### src/rtl/ascon_patch_queue.sv
// ascon_patch_queue
// Builds a {source, destination} patch word for every control transfer reported by
// the ASCON control-flow FSM and queues it for the permutation datapath.
//
// Ports:
//   clk_core_slow_i               slow core clock, all state on the rising edge
//   rst_ni                        synchronous active-low reset
//   apply_patch_i, sel_patch_i    patch request and source (0=NULL, 1=IF, 2=ID, 3=EX)
//   sel_addr_redirected_i         capture strobe for addr_redirected_i
//   sel_previous_instr_addr_en_i  use held previous-instruction / redirected addresses
//   id_valid_i                    instruction leaves ID; pc_id_i is held as previous
//   pc_if_i, pc_id_i, pc_ex_i     pipeline stage PCs
//   addr_redirected_i             redirected jump target
//   patch_valid_o/patch_ready_i   head-of-queue handshake
//   patch_data_o, patch_src_o     head word {src, dest} and its sel_patch value
//   count_o                       occupancy 0..DEPTH
//   overflow_o                    sticky: a request was dropped on a full queue
module ascon_patch_queue #(
    parameter int unsigned DEPTH  = 2,
    parameter int unsigned ADDR_W = 32
) (
    input  logic                      clk_core_slow_i,
    input  logic                      rst_ni,
    input  logic                      apply_patch_i,
    input  logic [1:0]                sel_patch_i,
    input  logic                      sel_addr_redirected_i,
    input  logic                      sel_previous_instr_addr_en_i,
    input  logic                      id_valid_i,
    input  logic [ADDR_W-1:0]         pc_if_i,
    input  logic [ADDR_W-1:0]         pc_id_i,
    input  logic [ADDR_W-1:0]         pc_ex_i,
    input  logic [ADDR_W-1:0]         addr_redirected_i,
    output logic                      patch_valid_o,
    input  logic                      patch_ready_i,
    output logic [2*ADDR_W-1:0]       patch_data_o,
    output logic [1:0]                patch_src_o,
    output logic [$clog2(DEPTH):0]    count_o,
    output logic                      overflow_o
);

    localparam int unsigned PTR_W = $clog2(DEPTH);
    localparam int unsigned CNT_W = PTR_W + 1;

    localparam logic [1:0] PATCH_NULL = 2'd0;
    localparam logic [1:0] PATCH_IF   = 2'd1;
    localparam logic [1:0] PATCH_ID   = 2'd2;
    localparam logic [1:0] PATCH_EX   = 2'd3;

    logic [ADDR_W-1:0]   r_prev_addr;
    logic [ADDR_W-1:0]   r_redir_addr;
    logic [2*ADDR_W-1:0] r_mem [DEPTH];
    logic [1:0]          r_src_mem [DEPTH];
    logic [PTR_W-1:0]    r_rd_ptr;
    logic [PTR_W-1:0]    r_wr_ptr;
    logic [CNT_W-1:0]    r_count;
    logic                r_overflow;

    logic                w_push;
    logic                w_pop;
    logic                w_full;
    logic                w_wr_en;
    logic [ADDR_W-1:0]   w_redir;
    logic [ADDR_W-1:0]   w_src;
    logic [ADDR_W-1:0]   w_dest;

    // Same-cycle capture strobe bypasses the held redirected target.
    assign w_redir = sel_addr_redirected_i ? addr_redirected_i : r_redir_addr;
    assign w_src   = sel_previous_instr_addr_en_i ? r_prev_addr : pc_id_i;

    always_comb begin
        w_dest = pc_id_i;
        case (sel_patch_i)
            PATCH_IF: w_dest = sel_previous_instr_addr_en_i ? w_redir : pc_if_i;
            PATCH_ID: w_dest = pc_id_i;
            PATCH_EX: w_dest = pc_ex_i;
            default:  w_dest = pc_id_i;
        endcase
    end

    assign w_push  = apply_patch_i && (sel_patch_i != PATCH_NULL);
    assign w_pop   = (r_count != '0) && patch_ready_i;
    assign w_full  = (r_count == CNT_W'(DEPTH));
    // A full queue still accepts a push when the head leaves in the same cycle.
    assign w_wr_en = w_push && (!w_full || w_pop);

    always_ff @(posedge clk_core_slow_i) begin
        if (!rst_ni) begin
            r_prev_addr  <= '0;
            r_redir_addr <= '0;
            r_rd_ptr     <= '0;
            r_wr_ptr     <= '0;
            r_count      <= '0;
            r_overflow   <= 1'b0;
        end else begin
            if (id_valid_i)            r_prev_addr  <= pc_id_i;
            if (sel_addr_redirected_i) r_redir_addr <= addr_redirected_i;
            if (w_wr_en)               r_wr_ptr     <= r_wr_ptr + PTR_W'(1);
            if (w_pop)                 r_rd_ptr     <= r_rd_ptr + PTR_W'(1);
            if (w_push && w_full && !w_pop) r_overflow <= 1'b1;
            case ({w_wr_en, w_pop})
                2'b10:   r_count <= r_count + CNT_W'(1);
                2'b01:   r_count <= r_count - CNT_W'(1);
                default: r_count <= r_count;
            endcase
        end
    end

    // Storage needs no reset: contents are masked whenever the queue is empty.
    always_ff @(posedge clk_core_slow_i) begin
        if (rst_ni && w_wr_en) begin
            r_mem[r_wr_ptr]     <= {w_src, w_dest};
            r_src_mem[r_wr_ptr] <= sel_patch_i;
        end
    end

    assign patch_valid_o = (r_count != '0);
    assign patch_data_o  = patch_valid_o ? r_mem[r_rd_ptr] : '0;
    assign patch_src_o   = patch_valid_o ? r_src_mem[r_rd_ptr] : 2'd0;
    assign count_o       = r_count;
    assign overflow_o    = r_overflow;

endmodule
### config.mk
export PLATFORM = sky130hd
export DESIGN_NAME = ascon_patch_queue
export DESIGN_NICKNAME = d
export VERILOG_FILES = /design/src/rtl/ascon_patch_queue.sv
export SDC_FILE = /design/constraint.sdc
export NUM_CORES = 1
export LEC_CHECK = 0
export BUFFER_PORTS_ARGS = -buffer_cell sky130_fd_sc_hd__buf_4
export CAP_MARGIN = 20
export CORE_ASPECT_RATIO = 0.5
export CORE_UTILIZATION = 58
export DETAILED_ROUTE_END_ITERATION = 7
export PLACE_DENSITY = 0.85
export SLEW_MARGIN = 20
export SYNTH_ARGS = -nofsm -noshare
export SYNTH_HDL_FRONTEND = slang
export SYNTH_SLANG_ARGS = --single-unit
### constraint.sdc
create_clock -name clk_core_slow_i -period 9.55 [get_ports clk_core_slow_i]
set_input_delay 1.4325 -clock clk_core_slow_i [delete_from_list [all_inputs] [get_ports clk_core_slow_i]]
set_output_delay 1.4325 -clock clk_core_slow_i [all_outputs]
set_load 0.02 [all_outputs]
==> key figures <==
Drt
  • Residual DRC: 16
  • Drt first pass iters: 6
  • Antenna Nets Post-Route: 0
  • Initial DRC Count: 430
  • DR vias/cell: 5.71
  • Wire per inst: 20.4 um
  • Via count: 6048
  • Routed Wire Length: 21600 um

Logic synthesis
  • Synth Net Count: 808
  • #FFs+latches synth: 202
  • Synthesized instance count: 671
  • Seq/Total Area, Yosys: 59.0%
  • Synth Area per Inst: 13.6 um2
  • Synth top area cells: edfxtp_1 (44%), dfxtp_1 (15%), mux2i_1 (11%)
  • Yosys top cell area share: 43.6%
  • Post-Syn Area: 0.00909 mm2
  • Synth unique cells: 33
  • Dominant cell type by area after synthesis: edfxtp_1
  • Synth warnings: 0

CTS
  • Setup Buffers After CTS: 0
  • H-tree depth: 1
  • Clock-pin slew on the worst setup and hold paths: 0.07 ns
  • TritonCTS Buffers: 18
  • Post-CTS sizing: 0
  • Root Buffer: clkbuf_16
  • Clock Path Buffers: 3
  • TritonCTS clock tree: built
  • Number of clock sinks: 202
  • Worst skew pair latency: 0.48 ns
  • Post-CTS Hold Buffers: 0

Setup path
  • Top delay family on crit path: buffers and inverters
  • Crit start category: flip-flop
  • CP Cell Sequence: buf_4 > mux2i_1 > nor2_1 > buf_4
  • CP arrival: 2.43 ns
  • CP most frequent cell: buf_4
  • CP Max Fanout: 37
  • Crit Path Class: reg2out
  • CP max stage delay: 0.70 ns
  • Worst path bufs/invs: 2
  • Worst EP required: 8.12 ns
  • Crit. End Element: primary output
  • CP max stage cell: dfxtp_4

Timing
  • Setup Skew: 0.00492 ns
  • Max-Slew Margin vs Limit: 29.1%
  • Final Hold Fails: 0
  • RSZ-0062 raised after global routing: false
  • Period utilisation layout: 40.4%
  • Peak Freq: 259 MHz
  • Max-slew violation count: 0
  • Final setup TNS: 0 ns
  • Fin crit period: 3.86 ns
  • Worst slew pin tran: 1.06 ns
  • Final setup vio count: 0

Global route
  • Largest net degree at the start of global routing: 73
  • Grt total ovfl: 0
  • Initial antenna violation count: 0
  • First-pass GRT wire length: 33200 um
  • Vias in the first global route: 6214
  • Total GRT Usage: 27.0%

Floorplanning
  • Core area: 0.0149 mm2
  • Site Rows: 31
  • Die ar.: 0.0162 mm2
  • Die X: 179 um
  • Top Ports: 207
  • Initial cell density of the core: 61.1%
  • Die Y: 90.5 um

Run status
  • Failing checks: DRC
  • Status: finished with violations

Power and ir drop
  • PwrDens: 186 mW/mm2
  • Max IR drop VDD: 0.000122 V
  • Leak pwr: 0.00445 uW

Final layout
  • Most frequent cells in the layout: buf_4 (211), edfxtp_1 (132), mux2i_1 (98)
  • Area Growth Syn to Fin: 23.9%
  • Post-Layout Cell Count: 1060
  • # diodes: 0
  • Layout cell share with drive strength beyond 1: 39.9%
  • Commonest non-fill, non-tap cell in the layout: buf_4
  • Layout Nets: 987

Placed design
  • DPL Wire Length: 13700 um
  • GP Congestion: 0.765
  • Input/output buffers: 206
  • Dpl cells: 1028

Flow run
  • Max cap viols: 0

Min path
  • Worst hold path type: reg2reg
## through the flow
step	hold WS (ns)	cell area [um2]	setup slack (ns)	total power [uW]	util (%)
after CTS	0.497	11300	5.67	2100	75.7
after detailed placement	0.481	10600	5.67	1320	71.3
after floorplan	0.452	9090	3.69	1200	-
final	0.494	11300	5.69	2100	75.7
after global placement	0.478	10600	5.80	1310	71.3
after global routing	0.519	11300	5.57	2160	75.7
## cell usage after synthesis (all sizes together)
master	number
nand2	2
inv	3
buf	37
clkbuf	15
xor2	1
mux2i	98
edfxtp	132
o21ai	4
o22ai	63
mux2	64
or2	1
or3	2
nor4b	1
nor3b	1
o2111a	1
and2	34
xnor2	1
nor2	69
a31oi	1
o221a	1
o21a	1
and3	2
dfxtp	70
a21oi	32
nor2b	33
o21bai	1
nand3b	1
## worst register-to-register path: cells and delay by family (launching register included)
kind             cells  cell delay, ns
flip-flops           1            0.39
AND/OR/NAND/NOR      3            1.22
## report_power, final
group / internal (uW) / switching, uW / total (uW)
clock network: 486 / 310 / 796
registers: 976 / 18.2 / 994
logic: 145 / 160 / 305
## state kept, by name (all words and copies together), names as in the netlist, named ones only
| signal | flops |
|---|---|
| r_mem | 128 |
| r_prev_addr | 32 |
| r_redir_addr | 32 |
| r_src_mem | 4 |
| count_o | 2 |
| overflow_o | 1 |
| r_rd_ptr | 1 |
| r_wr_ptr | 1 |
## logic make-up after synthesis
group	synth area share, %
AOI/OAI and AO/OA	8.90
xor gates and xnor gates	0.193
buffers and inverters	3.78
DFF	59.0
muxes	19.8
and+or+nand+nor	8.30
## final timing paths
check	startpoint	to	slack, ns	cells after the start
worst min register to register	overflow_o$_SDFFE_PN0P_	overflow_o$_SDFFE_PN0P_	0.49	1
worst max register to register	count_o[1]$_SDFFE_PN0P_	r_mem[1][6]$_DFFE_PP_	7.53	3
worst min-delay path	overflow_o$_SDFFE_PN0P_	overflow_o$_SDFFE_PN0P_	0.49	1
worst max-delay path	flip-flop	patch_data_o[8]	5.69	4
## area by class of cell
class                      count  area (um2)
fill                         991        3620
multi-input combinational    414        3400
clock inverter                10         149
sequential                   202        5370
inverter                       3        11.3
clock buffer                  22         507
tap                          198         248
timing repair buffer         211        1580
## layer usage
layer,up-vias,part of all wire [%],global-route usage (%)
met4,0,1.8,6.85
met2,243,49,45.1
met1,2952,43,37.0
met5,-,0,0
met3,31,6.6,4.04
li1,2822,-,-
No activity file was read; power rests on OpenSTA's default activity.
